File: config.mk
export PLATFORM = sky130hd
export DESIGN_NAME = spi_ram_ctrl
export DESIGN_NICKNAME = d
export VERILOG_FILES = /design/src/rtl/spi_ram_pkg.sv /design/src/rtl/spi_ram_mem.sv /design/src/rtl/spi_ram_ctrl.sv
export SDC_FILE = /design/constraint.sdc
export NUM_CORES = 2
export LEC_CHECK = 0
export CAP_MARGIN = 40
export CORE_MARGIN = 8
export CORE_UTILIZATION = 59
export CTS_BUF_LIST = sky130_fd_sc_hd__clkbuf_8
export DETAILED_ROUTE_END_ITERATION = 10
export DONT_BUFFER_PORTS = 1
export MAX_ROUTING_LAYER = met4
export PLACE_DENSITY = 0.78
export SLEW_MARGIN = 10
export SYNTH_ARGS = -nofsm -noshare
export SYNTH_HDL_FRONTEND = slang
export SYNTH_SLANG_ARGS = --single-unit
File: constraint.sdc
create_clock -name clk -period 2.6 [get_ports clk]
set_input_delay 0.26 -clock clk [delete_from_list [all_inputs] [get_ports clk]]
set_output_delay 0.26 -clock clk [all_outputs]
set_load 0.01 [all_outputs]
File: src/rtl/spi_ram_pkg.sv
// Shared types for the SPI-attached command RAM: opcodes, frame layout, TX FSM states.
package spi_ram_pkg;

    localparam int DATA_W = 8;

    typedef enum logic [1:0] {
        CMD_WR_ADDR = 2'b00,
        CMD_WR_DATA = 2'b01,
        CMD_RD_ADDR = 2'b10,
        CMD_RD_DATA = 2'b11
    } cmd_e;

    typedef struct packed {
        cmd_e              op;
        logic [DATA_W-1:0] payload;
    } frame_t;

    typedef enum logic {
        ST_IDLE = 1'b0,
        ST_TX   = 1'b1
    } state_e;

endpackage

File: src/rtl/spi_ram_mem.sv
// MEM_DEPTH x 8 single-port array with registered read; out-of-range writes are
// dropped and out-of-range reads return zero.
module spi_ram_mem
    import spi_ram_pkg::*;
#(
    parameter int unsigned MEM_DEPTH = 256,
    parameter int unsigned ADDR_SIZE = 8
) (
    input  logic                 clk,
    input  logic                 rst_n,
    input  logic                 we,
    input  logic [ADDR_SIZE-1:0] waddr,
    input  logic [DATA_W-1:0]    wdata,
    input  logic                 re,
    input  logic [ADDR_SIZE-1:0] raddr,
    output logic [DATA_W-1:0]    rdata
);

    localparam int unsigned IW = (MEM_DEPTH > 1) ? $clog2(MEM_DEPTH) : 1;

    logic [DATA_W-1:0] mem [MEM_DEPTH];
    logic              w_ok;
    logic              r_ok;

    assign w_ok = (32'(waddr) < MEM_DEPTH);
    assign r_ok = (32'(raddr) < MEM_DEPTH);

    // Array itself is never reset; contents survive rst_n.
    always_ff @(posedge clk) begin
        if (we && w_ok)
            mem[waddr[IW-1:0]] <= wdata;
    end

    always_ff @(posedge clk) begin
        if (!rst_n)
            rdata <= '0;
        else if (re)
            rdata <= r_ok ? mem[raddr[IW-1:0]] : '0;
    end

endmodule

File: src/rtl/spi_ram_ctrl.sv
// Command decoder behind the SPI slave: one command per rising edge of rx_valid,
// address registers, and a hold counter that keeps tx_valid up for TX_HOLD cycles.
module spi_ram_ctrl
    import spi_ram_pkg::*;
#(
    parameter int unsigned MEM_DEPTH = 256,
    parameter int unsigned ADDR_SIZE = 8,
    parameter int unsigned TX_HOLD   = 8,
    parameter int unsigned AUTO_INC  = 1
) (
    input  logic              clk,
    input  logic              rst_n,
    input  logic [9:0]        din,
    input  logic              rx_valid,
    output logic [DATA_W-1:0] dout,
    output logic              tx_valid
);

    localparam int unsigned CW = (TX_HOLD > 1) ? $clog2(TX_HOLD) : 1;
    localparam logic [ADDR_SIZE-1:0] LAST_ADDR = ADDR_SIZE'(MEM_DEPTH - 1);

    frame_t               frame;
    logic                 rx_valid_d;
    logic                 accept;
    logic                 wr_go;
    logic                 rd_go;
    logic [ADDR_SIZE-1:0] wr_addr;
    logic [ADDR_SIZE-1:0] rd_addr;
    state_e               state;
    state_e               state_nxt;
    logic [CW-1:0]        cnt;
    logic [CW-1:0]        cnt_nxt;

    assign frame  = frame_t'(din);
    // Reset has priority, so nothing is accepted on a reset edge.
    assign accept = rst_n & rx_valid & ~rx_valid_d;
    assign wr_go  = accept & (frame.op == CMD_WR_DATA);
    assign rd_go  = accept & (frame.op == CMD_RD_DATA);

    always_ff @(posedge clk) begin
        if (!rst_n) begin
            rx_valid_d <= 1'b0;
            wr_addr    <= '0;
            rd_addr    <= '0;
        end else begin
            rx_valid_d <= rx_valid;
            if (accept) begin
                case (frame.op)
                    CMD_WR_ADDR: wr_addr <= ADDR_SIZE'(frame.payload);
                    CMD_WR_DATA: begin
                        if (AUTO_INC != 0)
                            wr_addr <= (wr_addr == LAST_ADDR) ? '0 : wr_addr + 1'b1;
                    end
                    CMD_RD_ADDR: rd_addr <= ADDR_SIZE'(frame.payload);
                    default:     ;
                endcase
            end
        end
    end

    spi_ram_mem #(
        .MEM_DEPTH (MEM_DEPTH),
        .ADDR_SIZE (ADDR_SIZE)
    ) u_mem (
        .clk   (clk),
        .rst_n (rst_n),
        .we    (wr_go),
        .waddr (wr_addr),
        .wdata (frame.payload),
        .re    (rd_go),
        .raddr (rd_addr),
        .rdata (dout)
    );

    always_ff @(posedge clk) begin
        if (!rst_n) begin
            state <= ST_IDLE;
            cnt   <= '0;
        end else begin
            state <= state_nxt;
            cnt   <= cnt_nxt;
        end
    end

    // A new RD_DATA always restarts the hold window, even mid-TX.
    always_comb begin
        state_nxt = state;
        cnt_nxt   = cnt;
        case (state)
            ST_IDLE: ;
            ST_TX: begin
                if (cnt == '0)
                    state_nxt = ST_IDLE;
                else
                    cnt_nxt = cnt - 1'b1;
            end
            default: state_nxt = ST_IDLE;
        endcase
        if (rd_go) begin
            state_nxt = ST_TX;
            cnt_nxt   = CW'(TX_HOLD - 1);
        end
    end

    assign tx_valid = (state == ST_TX);

endmodule
==> impl_metrics.env <==
export IMPL_fillers=7472
export IMPL_combPwrFrac_pct=1.9
export IMPL_cts_buffers=334
export IMPL_finalHoldViolCount=2048
export IMPL_sw_frac_of_total_pct=20.5
export IMPL_netlist_area_leader_share_pct=76.4
export IMPL_cp_arrival_ns=3.86
export IMPL_die_area_sq_mm=0.149
export IMPL_final_cell_mix="edfxtp_1, buf_4, mux4_2"
export IMPL_highest_layer="met4"
export IMPL_syn_area_sq_mm=0.0805
export IMPL_tightest_slew_ns=0.995
export IMPL_power_density_mw_per_mm2=655
export IMPL_fin_tns_setup_ns=-1.81
export IMPL_antenna_found_initial=2
export IMPL_async_reset_ff_share_pct=0
export IMPL_core_sq_mm=0.135
export IMPL_drtPass1Iterations=6
export IMPL_clkLatencyLatePin_ns=1.07
export IMPL_cts_max_path_buffers=4
export IMPL_finalWirelength_mm=212
export IMPL_ctsHoldBuffers=30
export IMPL_drv_slew=0
export IMPL_critical_path_class="register to register"
export IMPL_place_hpwl_mm=121
export IMPL_fmax_mhz=341
export IMPL_grt_setup_unrepaired="true"
export IMPL_start_util_pct=59.4
export IMPL_place_inst=6311
export IMPL_synthMuxAreaShare_pct=14.3
export IMPL_cpPeakStageDelay_ns=0.54
export IMPL_avgRoutedWirePerCell_um=30.3
export IMPL_gp_congestion=0.947
export IMPL_yosys_area_share_simple_pct=2.94
export IMPL_synthDistinctLibCells=70
export IMPL_path_cells="buf_12 -> buf_16 -> buf_16 -> buf_12 -> buf_8 -> mux4_2 -> nand2_2 -> a32oi_2 -> nand4_1 -> o41ai_4 -> a41o_1"
export IMPL_fin_hold_ws_ns=-0.667
export IMPL_drt_iter0_markers=6829
export IMPL_fin_nets=5004
export IMPL_synthFlopType="edfxtp_1"
export IMPL_grt_max_degree=259
export IMPL_synth_net_count=4074
export IMPL_synth_xor_area_share_pct=0.0109
export IMPL_clockPowerShare_pct=39.8
export IMPL_wl_met3_mm=23.5
export IMPL_cp_max_fo=7
export IMPL_clkTransAtPathRegs_ns=0.06
export IMPL_grt_overflow=0
export IMPL_holdCritPathClass="primary input to register"
export IMPL_clock_sinks=2077
export IMPL_die_y_um=385
export IMPL_grt_util_all_layers_pct=28.6
export IMPL_grt_pass1_wl_mm=301
export IMPL_grt_pass1_vias=45615
export IMPL_final_setup_viol_count=8
export IMPL_synthToLayoutAreaGrowth_pct=19.8
export IMPL_synthAdderAreaFrac_pct=0.0933
export IMPL_synth_top_family_by_area="multiplexers"
export IMPL_rows=135
export IMPL_crit_slowest_cell="o41ai_4"
export IMPL_cts_max_level=5
export IMPL_final_common_cell="edfxtp_1"
export IMPL_synth_edf_count=2048
export IMPL_drv_cap=0
export IMPL_synth_compound_area_share_pct=4.08
export IMPL_internal_power_uw=50200
export IMPL_root_buffer="clkbuf_8"
export IMPL_antenna_left=0
export IMPL_m1WireLength_mm=75.4
export IMPL_synth_avg_cell_area_sq_um=19.9
export IMPL_via_count=46130
export IMPL_instances_no_fill=6993
export IMPL_wl_met2_mm=101
export IMPL_synth_cells=4055
export IMPL_fin_crit_sh_pct=113
export IMPL_slew_headroom_pct=33.7
export IMPL_route_detailed_drc=0
export IMPL_io_pin_count=22
export IMPL_drt_vias_per_instance=6.60
export IMPL_yosysWarnings=0
export IMPL_violations="negative hold slack, negative setup slack"
export IMPL_die_w_um=385
export IMPL_p_seq_share_pct=58.3
export IMPL_leakage_uw=0.0311
export IMPL_fin_ws_ns=-0.333
export IMPL_port_buffers=0
export IMPL_synth_yosys_seq_area_share_pct=77.1
export IMPL_cts_tree="yes"
export IMPL_p_switching_uw=13000
export IMPL_end_kind="register"
export IMPL_crit_required_ns=3.53
export IMPL_synth_seq_cells=2077
export IMPL_drive_above_1_share_pct=33.7
export IMPL_outcome="finished with violations"
export IMPL_critPathLaunchType="register"
export IMPL_yosys_area_top_type="edfxtp_1"
export IMPL_vdd_drop_max_uv=634
export IMPL_synth_area_leaders="edfxtp_1, mux4_2, mux2i_1"
export IMPL_clock_skew_final_ns=0.0822
export IMPL_fin_crit_ns=2.93
final cells by class:
cell class                 instances  area (sq um)  share of cell area, %
clock buffer                     343          4720                   4.90
tap                             1781          2230                   2.31
sequential                      2077         62100                   64.4
clock inverter                   215          1060                   1.10
inverter                          15          61.3                 0.0636
timing repair buffer             845          7970                   8.27
multi-input combinational       1712         18300                   19.0
antenna                            5          12.5                 0.0130
power by group through the flow:
stage / Clock, uW / Sequential [uW] / Combinational [uW]
5_1_grt: 26700 / 36800 / 1240
6_report: 25100 / 36800 / 1200
3_3_place_gp: 0 / 37500 / 974
4_1_cts: 25300 / 36800 / 1130
2_1_floorplan: 0 / 37500 / 586
3_5_place_dp: 0 / 37500 / 986
final timing paths:
kind	start	to	slack, ns	depth (start not counted)
worst min-delay path	din[0]	u_mem.mem[112][0]$_DFFE_PP_	-0.67	0
worst max register to register	rd_addr[0]$_SDFFE_PN0P_	u_mem.rdata[4]$_SDFFE_PN0P_	-0.33	11
worst min register to register	u_mem.rdata[5]$_SDFFE_PN0P_	u_mem.rdata[5]$_SDFFE_PN0P_	0.67	2
worst max-delay path	rd_addr[0]$_SDFFE_PN0P_	u_mem.rdata[4]$_SDFFE_PN0P_	-0.33	11
sequential cells by signal (all words and copies together), names as in the netlist:
signal,flops
cnt,3
u_mem.rdata,8
wr_addr,8
rx_valid_d,1
tx_valid,1
u_mem.mem,2048
rd_addr,8
cells in the mapped netlist, types with 16 or more instances:
| library cell | n |
|---|---|
| clkbuf_1 | 135 |
| edfxtp_1 | 2048 |
| buf_1 | 26 |
| o22ai_1 | 101 |
| o21ai_0 | 54 |
| a22oi_1 | 60 |
| nor2b_1 | 16 |
| a211oi_1 | 51 |
| a2111oi_0 | 19 |
| mux4_2 | 377 |
| nor2_1 | 298 |
| buf_2 | 64 |
| nand3_1 | 49 |
| mux2i_1 | 300 |
| dfxtp_1 | 29 |
| a21oi_1 | 58 |
| nor3_1 | 22 |
| buf_4 | 25 |
| o221ai_1 | 48 |
| nand2_1 | 121 |
worst max-delay path: cells and delay by family (launching register included):
family | cells | cell delay, ns
multiplexers | 1 | 0.38
AO/OA/AOI/OAI | 3 | 1.02
AND/OR/NAND/NOR | 2 | 0.25
flip-flops | 1 | 0.38
buffers and inverters | 5 | 0.77
per-stage QoR:
stage	instance area (sq um)	power, uW	worst slack, ns	utilization (%)
2_1_floorplan	80500	38100	0.0758	-
6_report	96400	63200	-0.333	71.2
3_3_place_gp	87800	38500	-1.00	64.8
4_1_cts	95600	63200	-0.195	70.6
5_1_grt	96400	64700	-0.335	71.2
3_5_place_dp	87900	38500	-0.636	64.9
cells by family after synthesis:
family                     count (synthesis)
DFF                                     2077
muxes                                    678
and+or+nand+nor                          555
AOI/OAI and AO/OA                        472
buffers and inverters                    266
adders and majority gates                  6
xor gates and xnor gates                   1
what timing repair did:
item	in CTS	in global routing
endpoints found under the hold margin	3461	2048
gates cloned	10	1
resized for setup	209	107
buffers inserted	54	30
setup endpoints to repair	8	12
pin swaps	53	35
per-layer routing:
metal  global-route usage (%)  up-vias
met3                     6.38      712
met4                     14.7        0
li1                         -    18635
met1                     36.8    23421
met2                     43.2     3362
met5                        -        -
Note: power is estimated with default switching activity, not from simulation.
